<file path="src/rtl/cnt_down.sv">
// Synchronous presettable down counter with one-shot / auto-reload modes and a
// borrow-lookahead TC. Optional prescaler enabled by defining CNT_DOWN_PRESCALE_EN.
module cnt_down #(
  parameter int WIDTH    = 4,
  parameter int PRESCALE = 4
) (
  input  logic             CP,
  input  logic             MR,
  input  logic             CET,
  input  logic             CEP,
  input  logic             PE,
  input  logic             RL,
  input  logic [WIDTH-1:0] P,
  output logic [WIDTH-1:0] Q,
  output logic             TC,
  output logic             BUSY,
  output logic             DONE
);

  typedef enum logic [1:0] {S_IDLE, S_RUN, S_DONE} state_t;

  state_t           r_state;
  state_t           w_state_nxt;
  logic [WIDTH-1:0] r_q;
  logic [WIDTH-1:0] r_rl;
  logic             w_en;
  logic             w_step;
  logic             w_zero;
  logic             w_ps_wrap;

`ifdef CNT_DOWN_PRESCALE_EN
  localparam bit PS_ON = 1'b1;
`else
  localparam bit PS_ON = 1'b0;
`endif

  if (PS_ON && (PRESCALE < 2 || PRESCALE > 256)) begin : g_bad_prescale
    $error("cnt_down: PRESCALE must be in 2..256");
  end

  assign w_zero = (r_q == '0);
  assign w_en   = CET & CEP & (r_state == S_RUN) & PE & ~MR;

`ifdef CNT_DOWN_PRESCALE_EN
  localparam int             PSW    = (PRESCALE > 2) ? $clog2(PRESCALE) : 1;
  localparam logic [PSW-1:0] PS_MAX = PSW'(PRESCALE - 1);

  logic [PSW-1:0] r_ps;

  assign w_ps_wrap = (r_ps == PS_MAX);

  always_ff @(posedge CP) begin
    if (MR || !PE)
      r_ps <= '0;
    else if (w_en)
      r_ps <= w_ps_wrap ? '0 : r_ps + PSW'(1);
  end
`else
  assign w_ps_wrap = 1'b1;
`endif

  // A count step is an enabled edge that also completes the prescale period.
  assign w_step = w_en & w_ps_wrap;

  always_ff @(posedge CP) begin
    if (MR) begin
      r_q  <= '0;
      r_rl <= '0;
    end else if (!PE) begin
      r_q  <= P;
      r_rl <= P;
    end else if (w_step) begin
      if (!w_zero)
        r_q <= r_q - WIDTH'(1);
      else if (RL)
        r_q <= r_rl;
    end
  end

  always_ff @(posedge CP) begin
    if (MR)
      r_state <= S_IDLE;
    else
      r_state <= w_state_nxt;
  end

  always_comb begin
    w_state_nxt = r_state;
    if (!PE)
      w_state_nxt = S_RUN;
    else if (w_step && w_zero && !RL)
      w_state_nxt = S_DONE;
  end

  always_comb begin
    BUSY = (r_state == S_RUN);
    DONE = (r_state == S_DONE);
  end

  // TC ignores CEP, state and PE so stages can chain through CET.
  assign Q  = r_q;
  assign TC = CET & w_zero & w_ps_wrap;

endmodule

</file>
<file path="config.mk">
export PLATFORM = sky130hd
export DESIGN_NAME = cnt_down
export DESIGN_NICKNAME = d
export VERILOG_FILES = /design/src/rtl/cnt_down.sv
export SDC_FILE = /design/constraint.sdc
export NUM_CORES = 1
export LEC_CHECK = 0
export ABC_CLOCK_PERIOD_IN_PS = 2300
export BUFFER_PORTS_ARGS = -buffer_cell sky130_fd_sc_hd__buf_2
export CAP_MARGIN = 5
export CORE_AREA = 10 10 47 49
export DETAILED_ROUTE_END_ITERATION = 8
export DIE_AREA = 0 0 57 59
export PLACE_DENSITY_LB_ADDON = 0.05
export SKIP_CTS_REPAIR_TIMING = 1
export SYNTH_ARGS = -nofsm -noshare
export SYNTH_HDL_FRONTEND = slang
export SYNTH_SLANG_ARGS = --single-unit
</file>
<file path="constraint.sdc">
create_clock -name CP -period 2.3 [get_ports CP]
set_clock_uncertainty 0.15 [all_clocks]
set_input_delay 0 -clock CP [delete_from_list [all_inputs] [get_ports CP]]
set_output_delay 0 -clock CP [all_outputs]
set_load 0.005 [all_outputs]
</file>
==> out/summary.md, run 1 <==
- complete, but fails checks — run status
- hold timing — violated checks
- 0 — max-slew violation count
- 15 — largest net degree at the start of global routing
- in2reg — Tightest Hold Check Type
- 0 — Final setup viols
- 2 — Bufs on Longest Clock Path
- 482 — vias in the first global route
- 50.9% — Worst slew margin
- buf_2 — most common cell after layout, fill and taps aside
- 0.000319 W — Power Internal
- 18.9% — combinational group share of total power
- 0 — DRT antenna net count
- reg2reg — critical setup path kind
- 107 — Finished Layout Cells
- 95 — number of placed cells counting well taps
- 16 — count of port buffers added during placement
- Q[0]$_SDFFE_PP0P_ — crit path launch
- 16 x buf_2, 10 x dfxtp_1, 8 x dlygate4sd3_1 — commonest non-fill, non-tap cells in the layout
- 0.780 — final weighted congestion of routability-driven global placement
- 0 — remaining design rule violation count
- 0.000426 W — total chip power
- false — setup repair after global routing missed its margin
- 0.342 mV — worst ir drop on vdd
- 959 µm — DP Wirelength
- 103 — Final Net Count
- 8.03 µm² — Synth Area per Inst
- built — CTS tree
- 1.39 mm — overall routed net length
- 0.334 ns — pre-CTS setup slack
- 65 — number of instances in the synthesized netlist
- 57 µm — Die Wd
- 551 — vias after detailed routing
- 0 — antenna cells
- 0.000107 W — net switching power
- 2.05 ns — data arrival time of the worst path
- 25.1% — Switching Share
- 2.34 ns — data required time at the worst endpoint
- 138 — Fill cells
- 24.2% — share of final-layout standard cells stronger than drive strength 1
- clkbuf_4 — master cell of the clock root buffer
- 7 — maximum fanout along the worst path
- 1400 µm² — placeable core area
- Q[0]$_SDFFE_PP0P_ — launch point of the worst reg-to-reg path
- 17 — I/O pins
- 3360 µm² — area of the die
- 37.2% — effective utilization at floorplan
- 0.289 ns — final worst slack
- 38.4% — post-synthesis sequential area ratio
- 36.0% — Clk network pwr share
- 7.87% — Overall Global Routing Usage
- PE — hold path start
- 40.0% — synthesis-to-finish area growth
- 0.319 nW — static leakage
- 2.01 ns — min cycle time layout
- 0 — GR Overflow Total
- 4 — count of final hold-check violations
- 0 — MaxCap Viol Count
- flop — startpoint type of the worst setup path
- 15 — number of DRC markers in iteration 0
- 1 — CTS H-tree lvls
- 45.1% — fraction of power consumed by sequential logic
- 4 — number of optimization iterations in the first detailed-route pass
- 0 — antenna violations before repair
- 10 — clock sink count
- 59 µm — DIE HEIGHT
- 14 — standard-cell rows
- -0.0375 ns — worst slack on hold paths
- 87.4% — final clock period utilization by the worst path
- 13.0 µm — Routed WL per cell
- 0.736 ns — worst-margin pin slew
- 522 µm² — synthesized cell area
- 584 nW/µm² — pwr/cell area
- 0 ns — Final TNS setup
- 10 — number of synthesized register bits
- 0 — Syn. warnings
- 2.13 mm — wire length of the first global-routing pass
- 5.15 — via-per-instance ratio
- flop — Setup crit end kind
- 0.26 ns — latest clock arrival within the worst-skew pair
- 497 MHz — maximum clock frequency
- 23 — Unique masters post-synth
- 76 — Mapped Nets
- 3 — cts bufs inserted
- 0.07 ns — clock-pin slew reported for the worst setup and hold paths after clock tree synthesis
[worst paths after layout]
path,endpoint,slack [ns],cells past startpoint
worst max-delay path,Q[3]$_SDFFE_PP0P_,0.29,6
worst min-delay path,r_rl[0]$_SDFFE_PP0N_,-0.04,3
worst max register to register,Q[3]$_SDFFE_PP0P_,0.29,6
worst min register to register,r_rl[0]$_SDFFE_PP0N_,0.31,2
[power groups by stage]
stage / Sequential, W / Combinational (W) / Clock, W
2_1_floorplan: 0.000194 / 0.0000444 / 0
3_3_place_gp: 0.000196 / 0.0000702 / 0
3_5_place_dp: 0.000196 / 0.0000693 / 0
4_1_cts: 0.000192 / 0.0000703 / 0.000159
5_1_grt: 0.000194 / 0.0000924 / 0.000169
6_report: 0.000192 / 0.0000807 / 0.000153
[cell type report]
type | count | area, µm² | share of cell area [%]
sequential | 10 | 200 | 27.4
inverter | 4 | 15.0 | 2.05
multi-input combinational | 49 | 299 | 40.9
timing repair buffer | 24 | 160 | 21.9
tap | 16 | 20.0 | 2.74
clock buffer | 4 | 36.3 | 4.97
[synth_stat cells (all sizes together)]
cell type	instances	share of area, %
and2b	2	3.1
nor3b	2	2.9
a31oi	4	4.8
dfxtp	10	38
o21bai	1	1.4
nand3	1	0.96
or4	1	1.4
nand2b	3	3.6
nor2b	2	2.4
inv	4	2.9
and2	2	2.4
clkbuf	2	1.4
nor4b	1	1.7
nor2	6	4.3
o221ai	2	3.4
ha	1	2.4
nor4	1	1.2
o21ai	4	3.8
a21oi	7	6.7
nand4	1	4.1
nand2	7	5.0
a311oi	1	1.7
[kinds of logic (layout without fill, tap and decap cells)]
kind of cell	after synthesis	count (layout)	synth area share, %
simple gates	29	29	33.1
compound gates	19	19	21.8
flops	10	10	38.4
buf+inv	6	32	4.32
fa+ha+maj	1	1	2.40
[metrics by stage]
step / area, µm² / utilization (%) / hold WS [ns]
after detailed placement: 614 / 43.8 / 0.149
after global placement: 614 / 43.8 / 0.144
after CTS: 651 / 46.4 / -0.132
after global routing: 731 / 52.1 / 0.0108
final: 731 / 52.1 / -0.0375
after floorplan: 522 / - / -0.0397
[flip-flops by register name, indices dropped and copies added, names as in the netlist]
register / cells
r_state: 2
r_rl: 4
Q: 4
[critical path, cell delays in order (launching register included)]
cell and delay, ns:
dfxtp_1 0.42, inv_1 0.07, ha_1 0.24, nor3b_1 0.22
and2_1 0.22, or4_1 0.50, a21oi_1 0.13
[layer usage]
layer / up-vias / track usage (%) / wire length, µm
met4: 0 / 5.03 / 10
met2: 19 / 11.8 / 619
met3: 2 / 3.00 / 146
met1: 246 / 9.19 / 616
met5: - / 0 / 0
li1: 284 / - / -
Note: power is estimated with default switching activity, not from simulation.
==> run 2, diff against run 1 <==
SETUP_SLACK_MARGIN = 0.4   (was default)
==> out/summary.md, run 2 (synthesis results as in run 1) <==
- 0.000323 W — Power Internal
- met4 — uppermost signal routing layer after detailed routing
- built — CTS tree
- 1.89 ns — data arrival time of the worst path
- 28.6% — share of final-layout standard cells stronger than drive strength 1
- 4 — count of final hold-check violations
- 80.5% — final clock period utilization by the worst path
- 59 µm — DIE HEIGHT
- 205 µm² — sequential standard cell area
- 57 µm — Die Wd
- 7.87% — Overall Global Routing Usage
- 0 — GR Overflow Total
- complete, but fails checks — run status
- 15 — largest net degree at the start of global routing
- 0.346 mV — worst ir drop on vdd
- 2.13 mm — wire length of the first global-routing pass
- 540 MHz — maximum clock frequency
- 17 — I/O pins
- 135 — Fill cells
- 37.2% — effective utilization at floorplan
- 4 — number of optimization iterations in the first detailed-route pass
- 0 — Final setup viols
- 637 µm — Routed met2 length
- 3360 µm² — area of the die
- 14 — standard-cell rows
- hold timing — violated checks
- 0.26 ns — latest clock arrival within the worst-skew pair
- 16 — count of port buffers added during placement
- 44.8% — fraction of power consumed by sequential logic
- 17 — number of DRC markers in iteration 0
- -0.0453 ns — worst slack on hold paths
- false — setup repair after global routing missed its margin
- 35.6% — Clk network pwr share
- 0.323 nW — static leakage
- 575 nW/µm² — pwr/cell area
- 135 µm — length of routed met3 wiring
- 43.6% — synthesis-to-finish area growth
- 959 µm — DP Wirelength
- 0 — MaxCap Viol Count
- 25.1% — Switching Share
- 0.780 — final weighted congestion of routability-driven global placement
- in2reg — Tightest Hold Check Type
- flop — Setup crit end kind
- 3 — cts bufs inserted
- 2 — Bufs on Longest Clock Path
- 0.334 ns — pre-CTS setup slack
- 0 — antenna cells
- 19.5% — combinational group share of total power
- 313 µm² — multi-input combinational cell area
- 10 — clock sink count
- primary input — startpoint type of the worst setup path
- 103 — Final Net Count
- 16 x buf_2, 8 x dfxtp_1, 8 x dlygate4sd3_1 — commonest non-fill, non-tap cells in the layout
- 553 — vias after detailed routing
- in2reg — critical setup path kind
- 0 — remaining design rule violation count
- 1.40 mm — overall routed net length
- 1400 µm² — placeable core area
- 0.000108 W — net switching power
- 0 — antenna violations before repair
- 0 — max-slew violation count
- 5.17 — via-per-instance ratio
- 13.1 µm — Routed WL per cell
- 617 µm — sum of routed wire segments on met1
- 0.449 ns — final worst slack
- 0.07 ns — clock-pin slew reported for the worst setup and hold paths after clock tree synthesis
- buf_2 — most common cell after layout, fill and taps aside
- 12 — maximum fanout along the worst path
- 0 ns — Final TNS setup
- 1.85 ns — min cycle time layout
- clkbuf_4 — master cell of the clock root buffer
- 0.303 ns — worst-margin pin slew
- 0 — DRT antenna net count
- 2.34 ns — data required time at the worst endpoint
- 482 — vias in the first global route
- 1 — CTS H-tree lvls
- 79.8% — Worst slew margin
run 2: cell counts in the layout (fill, tap and decap cells not counted):
Identical to the previous run, type by type.
run 2: cell type report:
class	instances	area share [%]
Clock buffer	4	4.84
Inverter	4	2.00
Multi-Input combinational cell	49	41.7
Sequential cell	10	27.4
Tap cell	16	2.67
Timing Repair Buffer	24	21.4
run 2: routing by layer:
| metal | track usage, % | up-vias |
|---|---|---|
| li1 | - | 284 |
| met1 | 9.19 | 244 |
| met2 | 11.8 | 23 |
| met3 | 3.00 | 2 |
| met4 | 5.03 | 0 |
| met5 | 0 | - |
run 2: worst paths after layout:
check / start / to / slack, ns / cells past startpoint
setup / recovery: MR / Q[3]$_SDFFE_PP0P_ / 0.45 / 6
hold / removal: PE / r_state[0]$_SDFFE_PP0P_ / -0.05 / 2
setup reg to reg: Q[1]$_SDFFE_PP0P_ / Q[3]$_SDFFE_PP0P_ / 0.47 / 6
hold reg to reg: r_rl[0]$_SDFFE_PP0N_ / r_rl[0]$_SDFFE_PP0N_ / 0.31 / 2
run 2: through the flow:
| stage | area, µm² | utilization, % | total power, W | hold slack (ns) | std cells |
|---|---|---|---|---|---|
| 2_1_floorplan | 522 | - | 0.000239 | -0.0397 | 65 |
| 3_3_place_gp | 614 | 43.8 | 0.000266 | 0.144 | 95 |
| 3_5_place_dp | 614 | 43.8 | 0.000265 | 0.149 | 95 |
| 4_1_cts | 651 | 46.4 | 0.000421 | -0.132 | 99 |
| 5_1_grt | 749 | 53.5 | 0.000460 | 0.0111 | 107 |
| 6_report | 749 | 53.5 | 0.000431 | -0.0453 | 107 |
run 2: power groups by stage:
stage	clock network, W	logic (W)	registers, W
floorplan	0	0.0000444	0.000194
global placement	0	0.0000702	0.000196
detailed placement	0	0.0000693	0.000196
CTS	0.000159	0.0000703	0.000192
global route	0.000169	0.0000963	0.000195
finish	0.000154	0.0000842	0.000193
run 2: critical path, stage by stage:
cell and delay, ns:
dlygate4sd3_1 0.54, buf_2 0.20, and2b_1 0.27, nand4_4 0.19
or4_1 0.55, a21oi_1 0.13
==> run 3, diff against run 2 <==
ABC_CLOCK_PERIOD_IN_PS = 1800   (was 2300)
clock period = 1.8 ns   (was 2.3 ns; I/O delays follow)
==> out/summary.md, run 3 (synthesis results as in run 1) <==
- reg2reg — critical setup path kind
- 16 — count of port buffers added during placement
- 14 — standard-cell rows
- 59 µm — DIE HEIGHT
- 10 — clock sink count
- 0.291 ns — worst-margin pin slew
- 0 — antenna violations before repair
- 578 MHz — maximum clock frequency
- 0.000566 W — total chip power
- 15 x buf_2, 13 x dlygate4sd3_1, 8 x dfxtp_1 — commonest non-fill, non-tap cells in the layout
- built — CTS tree
- 640 nW/µm² — pwr/cell area
- buf_2 — most common cell after layout, fill and taps aside
- 115 — Final Net Count
- 17 — I/O pins
- 0.26 ns — latest clock arrival within the worst-skew pair
- 37.2% — effective utilization at floorplan
- 0.07 ns — clock-pin slew reported for the worst setup and hold paths after clock tree synthesis
- 0 — max-slew violation count
- 3360 µm² — area of the die
- flop — Setup crit end kind
- 1 — CTS H-tree lvls
- 1.09 mm — DP Wirelength
- 14.0 µm — Routed WL per cell
- 1.84 ns — data required time at the worst endpoint
- complete, but fails checks — run status
- 1.78 ns — data arrival time of the worst path
- 0 ns — Final TNS setup
- 0.387 nW — static leakage
- 2 — Bufs on Longest Clock Path
- 1.66 mm — overall routed net length
- 96.2% — final clock period utilization by the worst path
- 80.6% — Worst slew margin
- 2 — count of final hold-check violations
- 2.34 mm — wire length of the first global-routing pass
- true — setup repair after global routing missed its margin
- 0.446 mV — worst ir drop on vdd
- 0 — Final setup viols
- 98 — number of placed cells counting well taps
- -0.0209 ns — worst slack on hold paths
- 1.73 ns — min cycle time layout
- in2reg — Tightest Hold Check Type
- 3 — cts bufs inserted
- 0 — remaining design rule violation count
- clkbuf_4 — master cell of the clock root buffer
- 37.9% — share of final-layout standard cells stronger than drive strength 1
- 14 — largest net degree at the start of global routing
- 5.16 — via-per-instance ratio
- 614 — vias after detailed routing
- 8.65% — Overall Global Routing Usage
- 0.741 — final weighted congestion of routability-driven global placement
- 523 — vias in the first global route
- 5 — maximum fanout along the worst path
- 69.5% — synthesis-to-finish area growth
- 119 — Finished Layout Cells
- 57 µm — Die Wd
- 0 — DRT antenna net count
- 0 — antenna cells
- 0 — GR Overflow Total
- 4 — number of optimization iterations in the first detailed-route pass
- 0 — MaxCap Viol Count
- hold timing — violated checks
- 16 — number of DRC markers in iteration 0
- 1400 µm² — placeable core area
- flop — startpoint type of the worst setup path
[run 3: cell count changes in the layout (fill, tap and decap cells not counted), moves of 2 or more]
| cell | before | now |
|---|---|---|
| inv_1 | 4 | 2 |
| inv_2 | 0 | 2 |
| buf_6 | 0 | 3 |
| dlygate4sd3_1 | 8 | 13 |
| and2_1 | 2 | 0 |
| and2_4 | 0 | 2 |
| buf_4 | 0 | 5 |
[run 3: routing by layer]
metal,GRT usage (%),up-vias,wire length [µm]
met5,0,-,0
met4,5.03,0,29
met1,9.89,284,746
met3,3.86,4,99
li1,-,308,-
met2,13.0,18,788
[run 3: path summary, 6_finish.rpt]
kind / startpoint / endpoint / slack (ns) / cells past startpoint
max: Q[0]$_SDFFE_PP0P_ / Q[3]$_SDFFE_PP0P_ / 0.07 / 6
min: MR / Q[1]$_SDFFE_PP0P_ / -0.02 / 2
max reg2reg: Q[0]$_SDFFE_PP0P_ / Q[3]$_SDFFE_PP0P_ / 0.07 / 6
min reg2reg: r_state[0]$_SDFFE_PP0P_ / r_state[0]$_SDFFE_PP0P_ / 0.35 / 2
[run 3: area by class of cell]
cell class,count,area (µm²)
sequential,10,208
tap,16,20.0
timing repair buffer,36,277
fill,137,517
multi-input combinational,49,339
inverter,4,15.0
clock buffer,4,26.3
[run 3: where the power goes]
group          leakage (nW)  internal, W  switching [W]
clock network        0.0150    0.0000856      0.0000806
logic                 0.289    0.0000892      0.0000646
registers            0.0838     0.000233      0.0000137
[run 3: per-stage QoR]
| stage | util, % | area, µm² | setup slack [ns] |
|---|---|---|---|
| 2_1_floorplan | - | 551 | 0.0978 |
| 3_3_place_gp | 47.5 | 666 | 0.104 |
| 3_5_place_dp | 47.5 | 666 | 0.0632 |
| 4_1_cts | 49.4 | 692 | 0.0429 |
| 5_1_grt | 63.1 | 885 | 0.0208 |
| 6_report | 63.1 | 885 | 0.0686 |
[run 3: worst max-delay path: stages, from the launching register on]
cell     delay [ns]
dfxtp_4        0.38
inv_2          0.05
ha_4           0.16
nor3b_4        0.15
and2_4         0.15
or4_1          0.50
a21oi_1        0.13
